<file path="src/rtl/fetch_redirect_ctrl_pkg.sv">
`default_nettype none
// ============================================================================
// Module  : fetch_redirect_ctrl_pkg
// Brief   : Shared PC type, widths and fetch-control state encoding.
// Revision: 1.0 - initial release
// ============================================================================
package fetch_redirect_ctrl_pkg;

  localparam int ADDR_WIDTH = 32;

  typedef logic [ADDR_WIDTH-1:0] pc_t;

  localparam pc_t RESET_PC = '0;

  typedef enum logic [1:0] {
    RUN   = 2'd0,
    HOLD  = 2'd1,
    DRAIN = 2'd2
  } fetch_ctrl_state_e;

endpackage
`default_nettype wire

</file>
<file path="src/rtl/fetch_redirect_ctrl_sat_counter.sv">
`default_nettype none
// ============================================================================
// Module  : fetch_redirect_ctrl_sat_counter
// Brief   : Saturating up-counter with synchronous clear.
// Revision: 1.0 - initial release
// ============================================================================
module fetch_redirect_ctrl_sat_counter #(
  parameter int WIDTH = 32
) (
  input  logic             clk,
  input  logic             rst,
  input  logic             inc,
  input  logic             clear,
  output logic [WIDTH-1:0] count
);

  logic [WIDTH-1:0] r_count;

  always_ff @(posedge clk or posedge rst) begin
    if (rst) begin
      r_count <= '0;
    end else if (clear) begin
      r_count <= '0;
    end else if (inc && (r_count != {WIDTH{1'b1}})) begin
      r_count <= r_count + 1'b1;
    end
  end

  assign count = r_count;

endmodule
`default_nettype wire

</file>
<file path="src/rtl/fetch_redirect_ctrl.sv">
`default_nettype none
// ============================================================================
// Module  : fetch_redirect_ctrl
// Brief   : Fetch stall/flush sequencing and redirect PC arbitration.
// Revision: 1.0 - initial release
// ============================================================================
module fetch_redirect_ctrl
  import fetch_redirect_ctrl_pkg::*;
#(
  parameter int FLUSH_CYCLES = 1,
  parameter int PERF_WIDTH   = 32
) (
  input  logic                  clk,
  input  logic                  rst,
  input  logic                  hazard_stall_req,
  input  logic                  mem_stall_req,
  input  logic                  ex_redirect_valid,
  input  logic [ADDR_WIDTH-1:0] ex_redirect_pc,
  output logic                  fetch_stall,
  output logic                  fetch_flush,
  output logic                  decode_flush,
  output logic [ADDR_WIDTH-1:0] irreg_pc,
  output logic                  redirect_pending,
  output logic [PERF_WIDTH-1:0] perf_stall_cycles,
  output logic [PERF_WIDTH-1:0] perf_redirects
);

  localparam int CNT_W = (FLUSH_CYCLES > 1) ? $clog2(FLUSH_CYCLES) : 1;
  localparam logic [CNT_W-1:0] c_DRAIN_LOAD = CNT_W'(FLUSH_CYCLES - 1);
  localparam logic [CNT_W-1:0] c_CNT_ONE    = CNT_W'(1);

  fetch_ctrl_state_e r_state;
  pc_t               r_pending_pc;
  logic              r_pending;
  logic [CNT_W-1:0]  r_cnt;

  logic w_apply;
  logic w_latch;

  // Redirect application overrides every stall source in the same cycle.
  always_comb begin
    fetch_stall  = 1'b0;
    fetch_flush  = 1'b0;
    decode_flush = 1'b0;
    irreg_pc     = '0;
    w_apply      = 1'b0;
    w_latch      = 1'b0;
    case (r_state)
      HOLD: begin
        if (mem_stall_req) begin
          fetch_stall = 1'b1;
        end else begin
          w_apply  = 1'b1;
          irreg_pc = r_pending_pc;
        end
      end
      DRAIN: begin
        if (ex_redirect_valid && !mem_stall_req) begin
          w_apply  = 1'b1;
          irreg_pc = ex_redirect_pc;
        end else if (ex_redirect_valid) begin
          w_latch     = 1'b1;
          fetch_stall = 1'b1;
          fetch_flush = 1'b1;
        end else begin
          fetch_flush = 1'b1;
          fetch_stall = mem_stall_req;
        end
      end
      default: begin
        if (ex_redirect_valid && !mem_stall_req) begin
          w_apply  = 1'b1;
          irreg_pc = ex_redirect_pc;
        end else if (ex_redirect_valid) begin
          w_latch     = 1'b1;
          fetch_stall = 1'b1;
        end else begin
          fetch_stall = hazard_stall_req | mem_stall_req;
        end
      end
    endcase
    if (w_apply) begin
      fetch_flush  = 1'b1;
      decode_flush = 1'b1;
      fetch_stall  = 1'b0;
    end
  end

  // Pending is gated by the live stall so it drops in the replay cycle itself.
  assign redirect_pending = r_pending & mem_stall_req;

  always_ff @(posedge clk or posedge rst) begin
    if (rst) begin
      r_state      <= RUN;
      r_pending_pc <= RESET_PC;
      r_pending    <= 1'b0;
      r_cnt        <= '0;
    end else if (w_apply) begin
      r_pending <= 1'b0;
      if (FLUSH_CYCLES > 1) begin
        r_state <= DRAIN;
        r_cnt   <= c_DRAIN_LOAD;
      end else begin
        r_state <= RUN;
      end
    end else if (w_latch) begin
      r_pending_pc <= ex_redirect_pc;
      r_pending    <= 1'b1;
      r_state      <= HOLD;
    end else if ((r_state == DRAIN) && !mem_stall_req) begin
      r_cnt <= r_cnt - 1'b1;
      if (r_cnt <= c_CNT_ONE) begin
        r_state <= RUN;
      end
    end
  end

  fetch_redirect_ctrl_sat_counter #(
    .WIDTH (PERF_WIDTH)
  ) u_stall_cnt (
    .clk   (clk),
    .rst   (rst),
    .inc   (fetch_stall),
    .clear (1'b0),
    .count (perf_stall_cycles)
  );

  fetch_redirect_ctrl_sat_counter #(
    .WIDTH (PERF_WIDTH)
  ) u_redirect_cnt (
    .clk   (clk),
    .rst   (rst),
    .inc   (w_apply),
    .clear (1'b0),
    .count (perf_redirects)
  );

endmodule
`default_nettype wire
</file>
<file path="config.mk">
export PLATFORM = sky130hd
export DESIGN_NAME = fetch_redirect_ctrl
export DESIGN_NICKNAME = d
export VERILOG_FILES = /design/src/rtl/fetch_redirect_ctrl_pkg.sv /design/src/rtl/fetch_redirect_ctrl_sat_counter.sv /design/src/rtl/fetch_redirect_ctrl.sv
export SDC_FILE = /design/constraint.sdc
export NUM_CORES = 1
export LEC_CHECK = 0
export CAP_MARGIN = 0
export CORE_MARGIN = 3
export CORE_UTILIZATION = 48
export DETAILED_ROUTE_END_ITERATION = 6
export PLACE_DENSITY = 0.93
export SYNTH_ARGS = -nofsm -noshare
export SYNTH_HDL_FRONTEND = slang
export SYNTH_SLANG_ARGS = --single-unit
export TNS_END_PERCENT = 1
</file>
<file path="constraint.sdc">
create_clock -name clk -period 4.25 [get_ports clk]
set_input_delay 0.6375 -clock clk [delete_from_list [all_inputs] [get_ports clk]]
set_output_delay 0.6375 -clock clk [all_outputs]
set_load 0.005 [all_outputs]
</file>
After elaboration in Yosys (flattened, before gate mapping)
Index checks and enable logic that the tools add are counted.

operators by class
  add/subtract/negate cells = 3
  $mul = 0
  div/mod/pow operators = 0
  $lt $le $gt $ge = 1
  eq/ne operators = 4
  shifts and indexed selects = 0
  multiplexer cells = 26
  bitwise logic cells = 4
  reductions and logical operators = 11

operator list
  operator                                       count
  2-to-1 mux 32 bit                              3
  adder 32 x 1 -> 32 bit, second input constant  2
  != test 32 bit, second input constant          2
  2-to-1 mux 1 bit                               18
  2-to-1 mux 2 bit                               4
  nonzero test 3 bit                             2
  logical AND 1 bit                              4
  AND reduction 2 bit                            2
  AND reduction 3 bit                            1
  == test 2 x 1 -> 1 bit, second input constant  1
  == test 2 bit, second input constant           1
  inverter 1 bit                                 2
  case mux 1 bit (2 select lines)                1
  nonzero test 2 bit                             1
  AND 1 bit                                      1
  <= comparator 1 bit, second input constant     1
  zero test 1 bit                                1
  OR 1 bit                                       1
  subtractor 1 bit, second input constant        1

storage, ports and cells
  bits in registers = 100
  bits in latches = 0
  RAM bits = 0
  bits in read-only memories = 0
  bits of input ports = 37
  output and inout bits = 100
  word-level logic and storage cells = 55
  memories kept = 0

Longest topological paths before layout
  word-level depth = 6
  mapped depth = 8
  gate-level depth less buffers = 6

Modules after synthesis
Synthesis repeated with hierarchy kept, for this count alone.

unflattened totals
  cells, all modules = 563
  area total of the unflattened synthesis = 5510.3 um2

modules (own cells, without submodules)
  module                           times used  cells an instance  area each (um2)  sequential area each (um2)
  fetch_redirect_ctrl_sat_counter  2           186                1740.4           800.8
  fetch_redirect_ctrl              1           191                2029.4           850.8

Worst setup path after synthesis
No wires, ideal clock.

  path type = input to output
  start = in ex_redirect_valid
  end = out irreg_pc[10]
  arrival time = 1.549 ns
  data required time = 3.612 ns
  slack = 2.063 ns
  stages = 5
  buffers on the path = 2
  cells stage by stage = nor2b_1 nor2b_1 clkbuf_1 clkbuf_1 a22o_1

between the ends
  longest elaborated chain between the ends = 3

RTL lines
  element            line                                                  text
  from (decl)        fetch_redirect_ctrl.sv:17                             input logic ex_redirect_valid,
  logical AND 1 bit  fetch_redirect_ctrl.sv:58, fetch_redirect_ctrl.sv:71
  2-to-1 mux 32 bit  fetch_redirect_ctrl.sv:58, fetch_redirect_ctrl.sv:71
  2-to-1 mux 32 bit  --
  to (decl)          fetch_redirect_ctrl.sv:22                             output logic [ADDR_WIDTH-1:0] irreg_pc,

No other way between the ends.

Worst setup path after layout
  start = in ex_redirect_valid
  end = out irreg_pc[23]

The elaborated chain is that of the path after synthesis.

==> flow_summary.toml <==
[global_route]
grt_antenna_before_repair = 0
grt_pass1_wl_mm = 19.0
grt_pass1_vias = 3775
overflow = 0
grt_start_max_net_pins = 76
grt_use_total_pct = 21.1

[logic_synthesis]
yosysMostFrequentCell = "dfrtp_1"
yosys.area.top_type = "dfrtp_1"
netlist_area_sq_um = 4740
syn_nets = 442
synth-main-ff-cell = "dfrtp_1"
synth_top_area_share_pct = 51.7
synth_enable_flop_cells = 0
synthCells = 403
synth-seq-cells = 98
ys_top_cells_by_area = "dfrtp_1 52%, xnor2_1 9.2%, mux2_2 8.1%"
ys_seq_area_share_pct = 51.7
yosys-top-cells-count = "98 x dfrtp_1, 50 x xnor2_1, 34 x mux2_2"
synthArstFlopShare_pct = 100
synth.distinct_cells = 41
syn_area_per_cell_sq_um = 11.8
yosysWarnings = 0

[worst_setup_path]
arrival_ns = 2.68
startpoint_type = "input port"
reg2reg_depth = 6
r2r_start = "r_state[0]"
regToRegSetupSlack_ns = 2.17
worst_ep_required_time_ns = 3.61
critPathLaunch = "ex_redirect_valid"
worst-path-max-fanout = 32
rr_endpoint = "u_redirect_cnt.count[28]"
critPathCaptureType = "primary output"
crit_type = "in2out"
crit_end = "irreg_pc[23]"

[drt]
vias = 3712
antenna_left = 0
drtIter0Drc = 118
routed_wl_mm = 11.6
wl_per_cell_um = 17.4
vias_per_cell = 5.56
dr.pass1.iters = 5
route.detailed.drc = 0

[cts]
cts.sink_count = 98
ctsHoldBuffers = 0
cts_setup_buffers = 0
insertion_delay_ns = 0.36
clk_path_buf_depth = 2
post_cts_resized = 0
cts_buffers = 9
htreeDepth = 3
cts_tree = "built"
clk_pin_slew_worst_paths_ns = 0.08
clock-root-buffer = "clkbuf_8"

[layout]
area_growth_pct = 34.9
seqCellArea_sq_um = 2450
final_util_pct = 67.9
antenna_cells = 0
multiInputGateArea_sq_um = 2180
nNetsFinal = 573
drive_above_1_share_pct = 12.1
fill_cells = 700
finalNonFillerCells = 668

[timing]
fin_ws_ns = 0.932
setup_viol = 0
finalCritPeriodShare_pct = 78.1
slew_viol_final = 0
period_minus_slack_ns = 3.32
tns_ns = 0
rsz0062_at_grt = "false"
fin_skew_ns = 0.0129
fmax_ghz = 0.301
worst_slew_pin_slew_ns = 0.874
finalHoldViolCount = 0
slew_headroom_pct = 41.7

[worst_hold_path]
hold_path.startpoint = "r_pending"
min_path_type = "reg2reg"

[floorplan]
die_h_um = 105
start_util_pct = 50.4
coreArea_sq_um = 9420
fp-row-count = 35
die_area_sq_um = 11100
ioPinCount = 137
chipWidth_um = 105

[flow_run]
maxCapViolCount = 0

[place]
io_buffers = 136
detailedPlace.worstSlack_ns = 0.959
dp_cells = 652
globalplace.congestion = 0.837
place_hpwl_mm = 8.47

[pwr]
vdd_drop_max_mv = 0.292
power_leakage_nw = 2.68
p_per_area_nw_per_um2 = 354

[run_status]
status = "finished, final reports clean"
## kinds of logic (layout without fill, tap and decap cells)
logic type	after synthesis	count (layout)	share of synthesized area, %
compound gates	44	44	8.05
buf+inv	24	160	2.32
simple gates	143	143	18.6
xor+xnor	58	58	10.7
fa+ha+maj	2	2	0.528
flops	98	98	51.7
mux	34	34	8.08
## critical path: stages
cell and delay [ns]:
clkdlybuf4s50_1 0.58, nor2b_1 0.23, nor2b_2 0.16, buf_4 0.32, a22o_1 0.21, clkdlybuf4s50_1 0.53
## worst min-delay path by stage
| stage | endpoint | slack [ns] | cells past startpoint |
|---|---|---|---|
| global placement | r_pending | 0.47 | 2 |
| CTS | r_pending | 0.50 | 2 |
| finish | r_pending | 0.50 | 2 |
| floorplan | r_pending | 0.46 | 2 |
| detailed placement | r_pending | 0.48 | 2 |
| global route | u_stall_cnt.count[15] | 0.52 | 1 |
## cell usage in the layout (no fill, tap or decap), types with 2 or more instances in the layout
cell type,instances
xnor2_1,50
and2_1,9
mux2_2,34
nand3_1,29
clkinvlp_4,3
and3_1,19
xor2_1,8
a21oi_1,2
nor2_1,10
nor2b_1,4
nor4_1,3
nor2b_2,2
nand2_1,14
clkdlybuf4s50_1,136
clkbuf_8,9
nor3_1,4
dfrtp_1,98
a22o_1,32
and4_2,2
and4_1,9
clkbuf_1,3
nand4_1,29
inv_1,2
ha_1,2
buf_4,5
a31oi_1,4
## metrics by stage
step | hold WS, ns | area (sq um) | total power [mW]
2_1_floorplan | 0.455 | 4740 | 1.41
3_3_place_gp | 0.473 | 6210 | 1.67
3_5_place_dp | 0.478 | 6210 | 1.71
4_1_cts | 0.499 | 6400 | 2.29
5_1_grt | 0.519 | 6400 | 2.37
6_report | 0.498 | 6400 | 2.27
## final cells by class
cell class,instances,share of cell area (%)
multi-input cells,281,34.1
flip-flops and latches,98,38.3
well taps,129,2.52
repair buffers,141,21.9
inverters,3,0.215
clock buffers,12,2.11
clock inverters,4,0.821
## per-layer routing
layer,vias up,track usage [%],part of all wire [%]
met3,19,5.08,5.8
met4,0,7.22,1.8
met1,1809,26.5,42
li1,1745,-,-
met5,-,0,0
met2,139,35.7,51
## report_power, final
part	switching (mW)	internal (mW)
logic	0.177	0.318
registers	0.134	1.05
clock network	0.310	0.273
total	0.621	1.65
## flip-flops by register name, indices dropped and copies added, names as in the netlist
| register | cells |
|---|---|
| r_pending | 1 |
| r_pending_pc | 32 |
| r_state | 1 |
| u_redirect_cnt.count | 32 |
| u_stall_cnt.count | 32 |
No activity file was read; power rests on OpenSTA's default activity.
